[src/rtl/iff_seq_pkg.sv]
// rtl/iff_seq_pkg.sv - shared state enum and default parameters for the iff pulse sequencer
package iff_seq_pkg;

   typedef enum logic [1:0] {
      IDLE = 2'd0,
      RUN  = 2'd1,
      GAP  = 2'd2
   } seq_state_e;

   localparam int DEF_CNT_W = 4;
   localparam int DEF_MIN_A = 2;
   localparam int DEF_MIN_B = 3;

endpackage

[src/rtl/iff_run_monitor.sv]
// rtl/iff_run_monitor.sv - run-length counters and iff verdict for one a/b train
module iff_run_monitor
   import iff_seq_pkg::*;
#(
   parameter int CNT_W = DEF_CNT_W,
   parameter int MIN_A = DEF_MIN_A,
   parameter int MIN_B = DEF_MIN_B
) (
   input  logic clk_i,
   input  logic rst_i,
   input  logic clear_i,
   input  logic a_i,
   input  logic b_i,
   input  logic strobe_i,
   output logic mon_valid_o,
   output logic mon_pass_o
);

   localparam logic [CNT_W-1:0] MIN_A_C = CNT_W'(MIN_A);
   localparam logic [CNT_W-1:0] MIN_B_C = CNT_W'(MIN_B);

   logic [CNT_W-1:0] run_a_q, run_a_d, run_b_q, run_b_d;
   logic             hit_a_q, hit_a_d, hit_b_q, hit_b_d;
   logic             valid_q, pass_q, pass_d;

   // Saturating run counters; a hit is sticky until the next train starts.
   // The current sample is folded in so a run ending on the verdict cycle still counts.
   always_comb begin
      run_a_d = '0;
      run_b_d = '0;
      if (a_i) begin
         run_a_d = (clear_i || run_a_q == '1) ? (clear_i ? 1'b1 : run_a_q) : run_a_q + 1'b1;
      end
      if (b_i) begin
         run_b_d = (clear_i || run_b_q == '1) ? (clear_i ? 1'b1 : run_b_q) : run_b_q + 1'b1;
      end
      hit_a_d = (hit_a_q && !clear_i) || (a_i && run_a_d >= MIN_A_C);
      hit_b_d = (hit_b_q && !clear_i) || (b_i && run_b_d >= MIN_B_C);
      pass_d  = (hit_a_d == hit_b_d);
   end

   // Counter, hit and verdict registers; verdict is only driven while strobed.
   always_ff @(posedge clk_i) begin
      if (rst_i) begin
         run_a_q <= '0;
         run_b_q <= '0;
         hit_a_q <= 1'b0;
         hit_b_q <= 1'b0;
         valid_q <= 1'b0;
         pass_q  <= 1'b0;
      end else begin
         run_a_q <= run_a_d;
         run_b_q <= run_b_d;
         hit_a_q <= hit_a_d;
         hit_b_q <= hit_b_d;
         valid_q <= strobe_i;
         pass_q  <= strobe_i && pass_d;
      end
   end

   assign mon_valid_o = valid_q;
   assign mon_pass_o  = pass_q;

endmodule

[src/rtl/iff_pulse_sequencer.sv]
// rtl/iff_pulse_sequencer.sv - paired a/b pulse train sequencer with gap and optional monitor (IFF_MON_EN)
module iff_pulse_sequencer
   import iff_seq_pkg::*;
#(
   parameter int CNT_W = DEF_CNT_W
`ifdef IFF_MON_EN
   ,
   parameter int MIN_A = DEF_MIN_A,
   parameter int MIN_B = DEF_MIN_B
`endif
) (
   input  logic             clk,
   input  logic             rst,
   input  logic             enable,
   input  logic             start,
   input  logic [CNT_W-1:0] len_a,
   input  logic [CNT_W-1:0] len_b,
   input  logic [CNT_W-1:0] gap,
   output logic             a,
   output logic             b,
   output logic             busy,
   output logic             done,
   output logic             aborted
`ifdef IFF_MON_EN
   ,
   output logic             mon_valid,
   output logic             mon_pass
`endif
);

   seq_state_e       state_q, state_d;
   logic [CNT_W-1:0] cnt_q, cnt_d;
   logic [CNT_W-1:0] len_a_q, len_a_d, len_b_q, len_b_d, gap_q, gap_d;
   logic             a_q, a_d, b_q, b_d, busy_q, busy_d;
   logic             done_q, done_d, aborted_q, aborted_d;
   logic             accept;

   function automatic logic [CNT_W-1:0] umax(input logic [CNT_W-1:0] x, input logic [CNT_W-1:0] y);
      return (x > y) ? x : y;
   endfunction

   assign accept = (state_q == IDLE) && start && enable;

   // Next-state logic; outputs are derived from the next state so they can be registered.
   always_comb begin
      state_d   = state_q;
      cnt_d     = cnt_q;
      len_a_d   = len_a_q;
      len_b_d   = len_b_q;
      gap_d     = gap_q;
      done_d    = 1'b0;
      aborted_d = 1'b0;
      case (state_q)
         IDLE: begin
            if (accept) begin
               len_a_d = len_a;
               len_b_d = len_b;
               gap_d   = gap;
               cnt_d   = '0;
               if (umax(len_a, len_b) != '0) begin
                  state_d = RUN;
               end else if (gap != '0) begin
                  state_d = GAP;
               end else begin
                  done_d = 1'b1;
               end
            end
         end
         RUN: begin
            if (!enable) begin
               state_d   = IDLE;
               cnt_d     = '0;
               aborted_d = 1'b1;
            end else if (cnt_q == umax(len_a_q, len_b_q) - 1'b1) begin
               cnt_d = '0;
               if (gap_q == '0) begin
                  state_d = IDLE;
                  done_d  = 1'b1;
               end else begin
                  state_d = GAP;
               end
            end else begin
               cnt_d = cnt_q + 1'b1;
            end
         end
         GAP: begin
            if (!enable) begin
               state_d   = IDLE;
               cnt_d     = '0;
               aborted_d = 1'b1;
            end else if (cnt_q == gap_q - 1'b1) begin
               state_d = IDLE;
               cnt_d   = '0;
               done_d  = 1'b1;
            end else begin
               cnt_d = cnt_q + 1'b1;
            end
         end
         default: begin
            state_d = IDLE;
            cnt_d   = '0;
         end
      endcase
      a_d    = (state_d == RUN) && (cnt_d < len_a_d);
      b_d    = (state_d == RUN) && (cnt_d < len_b_d);
      busy_d = (state_d != IDLE);
   end

   // State, latched fields and registered outputs.
   always_ff @(posedge clk) begin
      if (rst) begin
         state_q   <= IDLE;
         cnt_q     <= '0;
         len_a_q   <= '0;
         len_b_q   <= '0;
         gap_q     <= '0;
         a_q       <= 1'b0;
         b_q       <= 1'b0;
         busy_q    <= 1'b0;
         done_q    <= 1'b0;
         aborted_q <= 1'b0;
      end else begin
         state_q   <= state_d;
         cnt_q     <= cnt_d;
         len_a_q   <= len_a_d;
         len_b_q   <= len_b_d;
         gap_q     <= gap_d;
         a_q       <= a_d;
         b_q       <= b_d;
         busy_q    <= busy_d;
         done_q    <= done_d;
         aborted_q <= aborted_d;
      end
   end

   assign a       = a_q;
   assign b       = b_q;
   assign busy    = busy_q;
   assign done    = done_q;
   assign aborted = aborted_q;

`ifdef IFF_MON_EN
   iff_run_monitor #(
      .CNT_W(CNT_W),
      .MIN_A(MIN_A),
      .MIN_B(MIN_B)
   ) u_mon (
      .clk_i      (clk),
      .rst_i      (rst),
      .clear_i    (accept),
      .a_i        (a_q),
      .b_i        (b_q),
      .strobe_i   (done_d),
      .mon_valid_o(mon_valid),
      .mon_pass_o (mon_pass)
   );
`endif

endmodule

[config.mk]
export PLATFORM = sky130hd
export DESIGN_NAME = iff_pulse_sequencer
export DESIGN_NICKNAME = d
export VERILOG_FILES = /design/src/rtl/iff_seq_pkg.sv /design/src/rtl/iff_run_monitor.sv /design/src/rtl/iff_pulse_sequencer.sv
export SDC_FILE = /design/constraint.sdc
export NUM_CORES = 1
export LEC_CHECK = 0
export ABC_CLOCK_PERIOD_IN_PS = 4000
export CAP_MARGIN = 40
export CELL_PAD_IN_SITES_DETAIL_PLACEMENT = 0
export CELL_PAD_IN_SITES_GLOBAL_PLACEMENT = 1
export CORE_MARGIN = 4
export CORE_UTILIZATION = 39
export CTS_BUF_LIST = sky130_fd_sc_hd__clkbuf_8
export DETAILED_ROUTE_END_ITERATION = 10
export MAX_ROUTING_LAYER = met4
export PLACE_DENSITY = 0.83
export SLEW_MARGIN = 15
export SYNTH_ARGS = -nofsm -noshare
export SYNTH_HDL_FRONTEND = slang
export SYNTH_SLANG_ARGS = --single-unit
[constraint.sdc]
create_clock -name clk -period 4 [get_ports clk]
set_clock_uncertainty 0.15 [all_clocks]
set_input_delay 0.8 -clock clk [delete_from_list [all_inputs] [get_ports clk]]
set_output_delay 0.8 -clock clk [all_outputs]
set_load 0.005 [all_outputs]
==> flow_metrics.tcl <==
set metrics [dict create \
    slew_viol_final 0 \
    synth_cell_types 57 \
    drt-wirelength-per-cell_um 14.9 \
    min_path_type "reg -> reg" \
    n_antenna_cell 0 \
    dp_hpwl_mm 3.55 \
    whs_endpoint "gap_q[3]" \
    synth_seq_cells 23 \
    die_area_um2 5810 \
    pin_count 21 \
    drive_above_1_share_pct 18.8 \
    path_max_fanout 5 \
    grt_pass1_vias 1520 \
    synth_nets 254 \
    setup_viol 0 \
    synthFlopType "dfxtp_1" \
    power_density_nw_per_um2 284 \
    holdBufCountCts 0 \
    cts_max_path_buffers 2 \
    first_pass_iters 4 \
    r2r_slack_ns 0.15 \
    fin_crit_sh_pct 96.2 \
    yosys-top-cells-area "dfxtp_1, ha_1, a21oi_1, nor2_1, xnor2_1" \
    grt_util_all_layers_pct 15.9 \
    holdPathStages 2 \
    timing.final.ws_setup_ns 0.152 \
    seqCellArea_um2 464 \
    leakage_nw 0.922 \
    coreArea_um2 4440 \
    top_layer "met4" \
    timing.final.crit_period_ns 3.85 \
    stdcell_count 297 \
    num_vias 1628 \
    yosysWarnings 0 \
    rows 24 \
    cp-start-kind "flip-flop" \
    grt_max_degree 15 \
    initial_core_util_pct 40.9 \
    max_slew_margin_pct 55.5 \
    fp.dieW_um 76.3 \
    met2_length_mm 2.09 \
    cp-end-kind "flip-flop" \
    tns_ns 0 \
    met1_length_mm 2.08 \
    clock_sinks 23 \
    synthesis.area_um2 1820 \
    cts_max_level 1 \
    multi_input_area_um2 1350 \
    drt_wl_total_mm 4.44 \
    final_nets 284 \
    syn_avg_cell_area_um2 8.41 \
    drc 0 \
    status "finished, final reports clean" \
    yosysTopAreaCellShare_pct 25.3 \
    dp.cells 291 \
    die_h_um 76.3 \
    reg2reg_to "b" \
    r2r_start "len_b_q[1]" \
    final_cell_area_um2 2260 \
    path_class "reg -> reg" \
    netlist_instances 216 \
    arrival_ns 3.87 \
    tightest_slew_ns 0.657 \
    wl_met3_um 157 \
    max-vdd-ir-drop_mv 0.170 \
    synth_top_cell_by_area "dfxtp_1" \
    clk_latency_ns 0.26 \
    synth_edf_count 0 \
    fmax_mhz 260 \
    cts_made_buffers 3 \
    final-hold-violation-count 0 \
    fillers 435 \
    final_antenna_net_count 0 \
    port_buffers 20 \
    finalPower_uw 642 \
    clkTransAtPathRegs_ns 0.08 \
    hold_path_startpoint "gap_q[3]" \
    place.gp.congestion 0.861 \
    antenna_found_initial 0 \
    reg2reg_depth 18 \
    async_flop_share_pct 0 \
    initialDrtViolationCount 76 \
    cts-root-buf "clkbuf_8" \
    tritoncts "yes" \
    cp.required_ns 4.03 \
    dp_slack_ns -0.0329 \
    avgViaCountPerCell 5.48 \
    place_area_um2 2110 \
    drv_cap 0 \
    seq_area_frac_synth_pct 25.3 \
    grt_pass1_wl_mm 7.23 \
    syn_to_final_growth_pct 24.6 \
    grt_overflow_total 0 \
]
[kinds of logic after synthesis]
kind of cell               count (synthesis)  share of synthesized area [%]
and+or+nand+nor                           80                           24.3
AOI/OAI and AO/OA                         54                           20.5
DFF                                       23                           25.3
adders and majority gates                 22                           15.2
buffers and inverters                     20                           5.23
xor gates and xnor gates                  10                           5.58
muxes                                      7                           3.86
[critical path, stage by stage, from the launching register on]
cell and delay (ns):
dfxtp_2 0.34, inv_2 0.05, ha_4 0.26, nor2b_4 0.16, o211ai_4 0.11, a21oi_4 0.22, mux2i_1 0.23, ha_1 0.28
xnor2_2 0.19, and4b_2 0.25, o211a_1 0.21, a21oi_2 0.16, buf_4 0.15, a22oi_1 0.09, nor2_1 0.23, ha_1 0.26
o211ai_1 0.10, a31oi_2 0.07, nor4b_4 0.24
[metrics by stage]
step                util (%)  hold WS, ns
floorplan                  -        0.310
global placement        47.4        0.328
detailed placement      47.4        0.330
CTS                     48.8        0.342
global route            50.9        0.363
finish                  50.9        0.339
[per-layer routing]
metal,global-route usage (%),vias up
li1,-,840
met1,20.7,741
met2,24.9,39
met3,1.89,8
met4,6.52,0
met5,-,-
[sequential cells by signal, indices dropped and copies added (netlist names)]
signal   cells
a            1
aborted      1
b            1
busy         1
cnt_q        4
done         1
gap_q        4
len_a_q      4
len_b_q      4
state_q      2
[power by group]
part | internal (mW) | leakage [nW] | switching, mW | total, mW
Sequential | 0.242 | 0.189 | 0.0129 | 0.255
Clock | 0.0685 | 0.0269 | 0.0717 | 0.140
Combinational | 0.122 | 0.706 | 0.124 | 0.246
[final cells by class]
class	instances	share of cell area, %
Tap cell	52	2.87
Multi-Input combinational cell	173	59.8
Sequential cell	23	20.5
Clock inverter	1	0.166
Timing Repair Buffer	31	12.5
Inverter	14	2.32
Clock buffer	3	1.82
[Yosys cell counts, types with 2 or more instances]
cell / count
o211a_1: 2
a31oi_1: 3
nor4_1: 2
o21ai_0: 7
nor2b_1: 7
a21oi_1: 18
ha_1: 22
nor3_1: 2
nor2_1: 23
dfxtp_1: 23
and3_1: 2
nand3_1: 5
clkbuf_1: 2
a22oi_1: 2
a21o_2: 2
mux2i_1: 7
nor4b_2: 2
a21oi_2: 2
inv_1: 14
nand4_1: 3
nand2_1: 19
xnor2_1: 9
o211ai_1: 4
[layout by cell type (no fill, tap or decap), drive strengths merged, types with 4 or more instances in the layout]
cell / n
nand3: 5
o211ai: 5
o21ai: 7
clkdlybuf4s50: 20
and3: 4
a21oi: 20
mux2i: 7
ha: 22
nand2: 19
nor2b: 8
a31oi: 4
dfxtp: 23
xnor2: 9
nor2: 23
buf: 11
inv: 15
[what timing repair did]
action | in CTS | in global routing
pin swaps | 1 | 8
setup endpoints to repair | 1 | 2
setup buffers | 0 | 2
endpoints found under the hold margin | 0 | 0
gates resized for setup | 2 | 17
[how the worst max path moves through the flow]
| stage | start | to | slack [ns] | depth (start not counted) |
|---|---|---|---|---|
| finish | len_b_q[1] | b | 0.15 | 18 |
| CTS | len_b_q[2] | b | 0.0004 | 16 |
| detailed placement | len_b_q[2] | b | -0.03 | 16 |
| global route | len_b_q[1] | a | -0.04 | 18 |
| floorplan | len_b_q[3] | b | 0.26 | 16 |
| global placement | len_b_q[2] | b | 0.02 | 16 |
(Power assumes the default switching activity.)
